===== src/rtl/muldiv_pkg.sv =====
// Shared encodings, state type and constants for the RV64M multiply/divide sequencer.
package muldiv_pkg;

    localparam int XLEN  = 64;
    localparam int CNT_W = 7;

    localparam logic [XLEN-1:0] MOST_NEG = {1'b1, {(XLEN-1){1'b0}}};
    localparam logic [XLEN-1:0] ALL_ONES = {XLEN{1'b1}};

    localparam logic [2:0] MD_MUL    = 3'b000;
    localparam logic [2:0] MD_MULH   = 3'b001;
    localparam logic [2:0] MD_MULHSU = 3'b010;
    localparam logic [2:0] MD_MULHU  = 3'b011;
    localparam logic [2:0] MD_DIV    = 3'b100;
    localparam logic [2:0] MD_DIVU   = 3'b101;
    localparam logic [2:0] MD_REM    = 3'b110;
    localparam logic [2:0] MD_REMU   = 3'b111;

    typedef enum logic [2:0] {
        S_IDLE,
        S_PREP,
        S_CALC,
        S_FIX,
        S_DONE
    } md_state_e;

endpackage


===== src/rtl/muldiv_iter_step.sv =====
// One radix-2 iteration: shift-add multiply step or restoring divide step on unsigned magnitudes.
module muldiv_iter_step #(
    parameter int XLEN = 64
) (
    input  logic [2*XLEN-1:0] i_acc,
    input  logic [XLEN-1:0]   i_operand,
    input  logic              i_is_div,
    output logic [2*XLEN-1:0] o_acc,
    output logic              o_q_bit
);

    logic [XLEN:0] w_mul_sum;
    logic [XLEN:0] w_rem_shift;
    logic [XLEN:0] w_diff;
    logic          w_fits;

    // NOTE: every output gets a default first so no path through the block can infer a latch.
    always_comb begin
        o_acc       = '0;
        o_q_bit     = 1'b0;
        w_mul_sum   = {1'b0, i_acc[2*XLEN-1:XLEN]} + (i_acc[0] ? {1'b0, i_operand} : '0);
        w_rem_shift = i_acc[2*XLEN-1:XLEN-1];
        w_diff      = w_rem_shift - {1'b0, i_operand};
        w_fits      = ~w_diff[XLEN];
        if (i_is_div) begin
            // Quotient bit is returned separately; the freed LSB is left zero for the caller to fill.
            o_q_bit = w_fits;
            o_acc   = {(w_fits ? w_diff[XLEN-1:0] : w_rem_shift[XLEN-1:0]), i_acc[XLEN-2:0], 1'b0};
        end else begin
            o_acc   = {w_mul_sum, i_acc[XLEN-1:1]};
        end
    end

endmodule


===== src/rtl/muldiv_sequencer.sv =====
// Iterative RV64M multiply/divide unit: latches one op, stalls the pipe, pulses done with the result.
module muldiv_sequencer #(
    parameter int XLEN  = muldiv_pkg::XLEN,
    parameter int CNT_W = muldiv_pkg::CNT_W
) (
    input  logic            clk,
    input  logic            rst,
    input  logic            start,
    input  logic [2:0]      funct3,
    input  logic [XLEN-1:0] rs1_data,
    input  logic [XLEN-1:0] rs2_data,
    input  logic            flush,
    output logic            busy,
    output logic            stall_req,
    output logic            done,
    output logic [XLEN-1:0] result
);
    import muldiv_pkg::*;

    localparam logic [CNT_W-1:0] L_LAST = CNT_W'(XLEN - 1);

    md_state_e         r_state;
    logic [CNT_W-1:0]  r_cnt;
    logic [2:0]        r_funct3;
    logic [XLEN-1:0]   r_opa;
    logic [XLEN-1:0]   r_opb;
    logic [2*XLEN-1:0] r_acc;
    logic              r_neg;
    logic              r_done;
    logic [XLEN-1:0]   r_result;

    logic              w_is_div, w_is_rem, w_a_signed, w_b_signed, w_sa, w_sb;
    logic              w_div_zero, w_overflow, w_step_q;
    logic [XLEN-1:0]   w_abs_a, w_abs_b, w_shortcut, w_fixed, w_quo, w_rem;
    logic [2*XLEN-1:0] w_prod, w_step_acc;

    assign w_is_div   = r_funct3[2];
    assign w_is_rem   = r_funct3[2] & r_funct3[1];
    assign w_a_signed = (r_funct3 == MD_MULH) || (r_funct3 == MD_MULHSU) ||
                        (r_funct3 == MD_DIV)  || (r_funct3 == MD_REM);
    assign w_b_signed = (r_funct3 == MD_MULH) || (r_funct3 == MD_DIV) || (r_funct3 == MD_REM);
    assign w_sa       = w_a_signed & r_opa[XLEN-1];
    assign w_sb       = w_b_signed & r_opb[XLEN-1];
    assign w_abs_a    = w_sa ? -r_opa : r_opa;
    assign w_abs_b    = w_sb ? -r_opb : r_opb;
    assign w_div_zero = w_is_div && (r_opb == '0);
    assign w_overflow = w_is_div && w_b_signed && (r_opa == MOST_NEG) && (r_opb == ALL_ONES);
    assign w_shortcut = w_div_zero ? (w_is_rem ? r_opa : ALL_ONES) : (w_is_rem ? '0 : r_opa);

    muldiv_iter_step #(.XLEN(XLEN)) u_step (
        .i_acc     (r_acc),
        .i_operand (r_opb),
        .i_is_div  (w_is_div),
        .o_acc     (w_step_acc),
        .o_q_bit   (w_step_q)
    );

    always_comb begin
        w_prod  = r_neg ? -r_acc : r_acc;
        w_quo   = r_acc[XLEN-1:0];
        w_rem   = r_acc[2*XLEN-1:XLEN];
        w_fixed = '0;
        case (r_funct3)
            MD_MUL:                       w_fixed = w_prod[XLEN-1:0];
            MD_MULH, MD_MULHSU, MD_MULHU: w_fixed = w_prod[2*XLEN-1:XLEN];
            MD_DIV, MD_DIVU:              w_fixed = r_neg ? -w_quo : w_quo;
            default:                      w_fixed = r_neg ? -w_rem : w_rem;
        endcase
    end

    // NOTE: sequential state uses <= so every register samples pre-edge values regardless of order.
    always_ff @(posedge clk) begin
        if (rst) begin
            r_state  <= S_IDLE;
            r_cnt    <= '0;
            r_funct3 <= '0;
            r_opa    <= '0;
            r_opb    <= '0;
            r_acc    <= '0;
            r_neg    <= 1'b0;
            r_done   <= 1'b0;
            r_result <= '0;
        end else if (flush) begin
            r_state <= S_IDLE;
            r_done  <= 1'b0;
        end else begin
            case (r_state)
                S_IDLE: begin
                    r_done <= 1'b0;
                    if (start) begin
                        r_funct3 <= funct3;
                        r_opa    <= rs1_data;
                        r_opb    <= rs2_data;
                        r_state  <= S_PREP;
                    end
                end
                S_PREP: begin
                    if (w_div_zero || w_overflow) begin
                        r_result <= w_shortcut;
                        r_done   <= 1'b1;
                        r_state  <= S_DONE;
                    end else begin
                        r_acc   <= {{XLEN{1'b0}}, w_abs_a};
                        r_opb   <= w_abs_b;
                        r_neg   <= w_is_rem ? w_sa : (w_sa ^ w_sb);
                        r_cnt   <= '0;
                        r_state <= S_CALC;
                    end
                end
                S_CALC: begin
                    r_acc <= w_step_acc | {{(2*XLEN-1){1'b0}}, w_step_q};
                    r_cnt <= r_cnt + CNT_W'(1);
                    if (r_cnt == L_LAST) r_state <= S_FIX;
                end
                S_FIX: begin
                    r_result <= w_fixed;
                    r_done   <= 1'b1;
                    r_state  <= S_DONE;
                end
                S_DONE: begin
                    r_done  <= 1'b0;
                    r_state <= S_IDLE;
                end
                default: r_state <= S_IDLE;
            endcase
        end
    end

    assign busy      = (r_state != S_IDLE);
    assign stall_req = (start && (r_state == S_IDLE)) ||
                       (r_state == S_PREP) || (r_state == S_CALC) || (r_state == S_FIX);
    assign done      = r_done;
    assign result    = r_result;

endmodule


===== config.mk =====
export PLATFORM = sky130hd
export DESIGN_NAME = muldiv_sequencer
export DESIGN_NICKNAME = d
export VERILOG_FILES = /design/src/rtl/muldiv_pkg.sv /design/src/rtl/muldiv_iter_step.sv /design/src/rtl/muldiv_sequencer.sv
export SDC_FILE = /design/constraint.sdc
export NUM_CORES = 2
export LEC_CHECK = 0
export ABC_CLOCK_PERIOD_IN_PS = 10000
export CORE_ASPECT_RATIO = 1.25
export CORE_MARGIN = 4
export CORE_UTILIZATION = 60
export CTS_CLUSTER_DIAMETER = 150
export DETAILED_ROUTE_END_ITERATION = 12
export HOLD_SLACK_MARGIN = 0.03
export PLACE_DENSITY = 0.84
export SLEW_MARGIN = 20
export SYNTH_ARGS = -nofsm -noshare
export SYNTH_HDL_FRONTEND = slang
export SYNTH_SLANG_ARGS = --single-unit

===== constraint.sdc =====
create_clock -name clk -period 10 [get_ports clk]
set_input_delay 2 -clock clk [delete_from_list [all_inputs] [get_ports clk]]
set_output_delay 2 -clock clk [all_outputs]
set_load 0.05 [all_outputs]

==> impl_metrics.py <==
metrics = {
    "die": {
        "floorplan.rows": 92,
        "die_height_um": 261,
        "die_width_um": 211,
        "initial_core_util_pct": 60.8,
        "pin_count": 202,
        "floorplan.die_area_um2": 55000,
        "placeableCoreArea_um2": 50600,
    },
    "pwr": {
        "powerDensity_nw_per_um2": 112,
        "cellLeakagePower_nw": 13.5,
        "p_total_mw": 3.81,
        "internal-power_mw": 2.51,
        "irDropWorstVdd_v": 0.000118,
        "share_seq_of_total_power_pct": 37.7,
        "net_switching_power_mw": 1.30,
        "share_clk_of_total_power_pct": 38.4,
        "share_comb_of_total_power_pct": 23.8,
        "sw_frac_of_total_pct": 34.2,
    },
    "grt": {
        "grt.overflow.total": 0,
        "antenna_found_initial": 2,
        "wire_length_of_the_first_global_routing_pass_um": 194000,
        "maximum_number_of_pins_on_one_net_before_global_route_repair": 96,
        "via_count_of_the_first_global_routing_pass": 32852,
        "grt_util_all_layers_pct": 44.5,
    },
    "layout": {
        "filler_cell_count": 4632,
        "num_antenna_cells": 0,
        "area.growth.synth_to_final_pct": 10.3,
        "nNetsFinal": 4698,
        "finalCoreUtilization_pct": 67.0,
        "multiInputGateArea_um2": 22300,
        "final-seq-area_um2": 6710,
        "drive_gt1_share_pct": 3.86,
    },
    "placement": {
        "place.gp.congestion": 1.10,
        "dp_hpwl_um": 96200,
        "place.port_buffers": 201,
    },
    "logic_synthesis": {
        "most_common_cell_in_the_synthesized_netlist": "sky130_fd_sc_hd__a21oi_1",
        "synth_top_area_cell": "sky130_fd_sc_hd__dfxtp_1",
        "ys_top_cells_by_area": "sky130_fd_sc_hd__dfxtp_1 22%, sky130_fd_sc_hd__a21oi_1 8.8%, sky130_fd_sc_hd__nand2_1 6.4%",
        "synth_warnings": 0,
        "synth_nets": 4773,
        "postSynthCellCount": 4502,
        "synth.top_cell.area_share_pct": 21.8,
        "ys_top_cells_by_count": "539 x sky130_fd_sc_hd__a21oi_1, 528 x sky130_fd_sc_hd__nand2_1, 522 x sky130_fd_sc_hd__nor2_1, 343 x sky130_fd_sc_hd__o21ai_0, 335 x sky130_fd_sc_hd__dfxtp_1",
        "synth.lib_cells_used.distinct": 87,
        "synthFlopType": "sky130_fd_sc_hd__dfxtp_1",
        "post_syn_area_um2": 30800,
        "synthesis.area_per_instance_um2": 6.84,
        "synth_enable_flop_cells": 0,
        "postSynth.asyncResetShare_pct": 0,
        "synth.yosys.seq_area_share_pct": 21.8,
        "ys_seq_elements": 335,
    },
    "status": {
        "run_status": "complete, no violations",
    },
    "sta": {
        "finalWorstPathRequiredPeriod_ns": 5.61,
        "fin_worst_skew_ns": 0.0227,
        "final_hold_viol_count": 0,
        "worst_pin_slew_ns": 1.23,
        "setup_failing_eps_final": 0,
        "post-route-period-util_pct": 56.1,
        "drv_slew": 0,
        "fmaxAchievable_mhz": 178,
        "setup_repair_after_global_routing_missed_its_margin": "no",
        "max-slew-margin-rel_pct": 17.1,
        "totalNegativeSetupSlack_ns": 0,
    },
    "cts": {
        "later_pin_clock_latency_in_the_skew_report_ns": 0.58,
        "cts_inserted_buffers": 38,
        "clockRootBuffer": "sky130_fd_sc_hd__clkbuf_16",
        "cts.path.max_buffers": 3,
        "cts_htree_levels": 2,
        "clk_transition_reported_paths_ns": 0.06,
        "cts-hold-fix-buffers": 0,
        "clock_tree_from_tritoncts": "done",
        "post_cts.resized_instances": 0,
        "postCtsSetupRepairBufs": 0,
        "clock_sink_count": 335,
    },
    "worst_setup_path": {
        "timing.critical_path.mode_cell": "sky130_fd_sc_hd__nand2_1",
        "startpoint_type": "flip-flop",
        "worst-setup-path-type": "flip-flop to flip-flop",
        "path_max_fanout": 30,
        "critical_path.cell_chain": "or4_1 -> nor3_1 -> nand3_1 -> or2_1 -> nor3_2 -> a21oi_1 -> o21ai_1 -> and2b_1 -> nand2_1 -> buf_4 -> inv_1 -> nand2_1 -> o22ai_1",
        "critPathCaptureType": "flip-flop",
        "critPathRequiredTime_ns": 10.50,
        "r2r_cells": 13,
        "timing.critical_path.slowest_stage_cell": "sky130_fd_sc_hd__or4_1",
        "critical_path.max_stage_delay_ns": 0.63,
        "worstPathArrival_ns": 6.11,
    },
    "detailed_routing": {
        "post_drt_wl_per_cell_um": 25.2,
        "antenna_left": 0,
        "route.detailed.vias_per_inst": 6.96,
        "drcViolationCount": 0,
        "drt-initial-drc-count": 4880,
        "via_count": 35561,
        "detailedRoute.firstPassIterationCount": 6,
        "routed_wirelength_um": 129000,
    },
    "worst_hold_path": {
        "hold_path_depth": 2,
        "worst_hold_path_type": "flip-flop to flip-flop",
    },
    "job": {
        "timing.max_cap.violations": 0,
    },
}
[stage by stage]
stage | instance area, µm² | hold WS, ns | cells | setup slack [ns]
after global routing | 33900 | 0.473 | 5112 | 4.24
after floorplan | 30800 | 0.458 | 4502 | 5.29
after detailed placement | 32700 | 0.442 | 5045 | 4.51
after CTS | 33900 | 0.456 | 5112 | 4.51
after global placement | 32700 | 0.436 | 5045 | 4.52
final | 33900 | 0.452 | 5112 | 4.39
[layout by cell type (no fill, tap or decap), types with 35 or more instances in the layout]
cell,netlist,layout
sky130_fd_sc_hd__o21ai_0,343,343
sky130_fd_sc_hd__nand2b_1,37,36
sky130_fd_sc_hd__buf_4,0,50
sky130_fd_sc_hd__a21oi_1,539,538
sky130_fd_sc_hd__nor3_1,120,120
sky130_fd_sc_hd__o41ai_1,35,35
sky130_fd_sc_hd__a31oi_1,47,47
sky130_fd_sc_hd__a22oi_1,63,63
sky130_fd_sc_hd__a211oi_1,99,99
sky130_fd_sc_hd__nand4_1,81,81
sky130_fd_sc_hd__inv_1,114,113
sky130_fd_sc_hd__xor2_1,160,160
sky130_fd_sc_hd__xnor2_1,168,167
sky130_fd_sc_hd__nor2_1,522,518
sky130_fd_sc_hd__clkdlybuf4s50_1,0,200
sky130_fd_sc_hd__dfxtp_1,335,333
sky130_fd_sc_hd__ha_1,134,134
sky130_fd_sc_hd__mux2i_1,77,77
sky130_fd_sc_hd__or4_1,36,36
sky130_fd_sc_hd__o31ai_1,77,77
sky130_fd_sc_hd__a21o_1,62,62
sky130_fd_sc_hd__or3_1,60,60
sky130_fd_sc_hd__clkbuf_16,0,39
sky130_fd_sc_hd__nor4_1,50,47
sky130_fd_sc_hd__nand2_1,528,525
sky130_fd_sc_hd__nand3_1,74,74
[per-layer routing]
layer | GRT usage (%) | up-vias | routed length (µm)
li1 | - | 16185 | -
met1 | 53.1 | 16553 | 45800
met2 | 70.4 | 2241 | 56800
met3 | 6.27 | 582 | 12300
met4 | 38.2 | 0 | 14100
met5 | 0 | - | 0
[worst max-delay path: cells and delay by family (launching register included)]
| family | cells | cell delay [ns] |
|---|---|---|
| AOI/OAI and AO/OA | 3 | 0.86 |
| buffers and inverters | 2 | 0.76 |
| and+or+nand+nor | 8 | 3.51 |
| DFF | 1 | 0.37 |
[registers in the layout, indices dropped and copies added, names as in the netlist]
name      cells
r_funct3      3
r_opb        64
done          1
r_opa        64
result       64
r_state       3
r_cnt         7
r_neg         1
r_acc       128
[area by class of cell]
| class | instances | area share, % |
|---|---|---|
| clock buffers | 51 | 3.16 |
| clock inverters | 16 | 0.549 |
| inverters | 115 | 1.27 |
| multi-input cells | 3686 | 65.8 |
| flip-flops and latches | 335 | 19.8 |
| well taps | 658 | 2.43 |
| repair buffers | 251 | 7.04 |
[final timing paths]
path	start	endpoint	slack (ns)
hold / removal	result[36]$_SDFFE_PP0P_	result[36]$_SDFFE_PP0P_	0.45
hold reg to reg	result[36]$_SDFFE_PP0P_	result[36]$_SDFFE_PP0P_	0.45
setup / recovery	r_opa[3]$_SDFFE_PP0P_	result[4]$_SDFFE_PP0P_	4.39
setup reg to reg	r_opa[3]$_SDFFE_PP0P_	result[4]$_SDFFE_PP0P_	4.39
[logic make-up (layout without fill, tap and decap cells)]
group / Yosys count / after routing / share of synthesized area (%)
flip-flops: 335 / 335 / 21.8
adder cells (fa/ha/maj): 136 / 136 / 5.58
buffers and inverters: 481 / 433 / 6.00
AND/OR/NAND/NOR: 1615 / 1615 / 24.0
multiplexers: 77 / 77 / 2.50
AO/OA/AOI/OAI: 1530 / 1530 / 30.8
XOR/XNOR: 328 / 328 / 9.33
[power groups by stage]
stage,sequential [mW],combinational [mW],clock [mW]
2_1_floorplan,1.43,0.583,0
3_3_place_gp,1.46,0.863,0
3_5_place_dp,1.46,0.870,0
4_1_cts,1.43,0.876,1.46
5_1_grt,1.44,0.966,1.51
6_report,1.44,0.909,1.46
No activity file was read; power rests on OpenSTA's default activity.
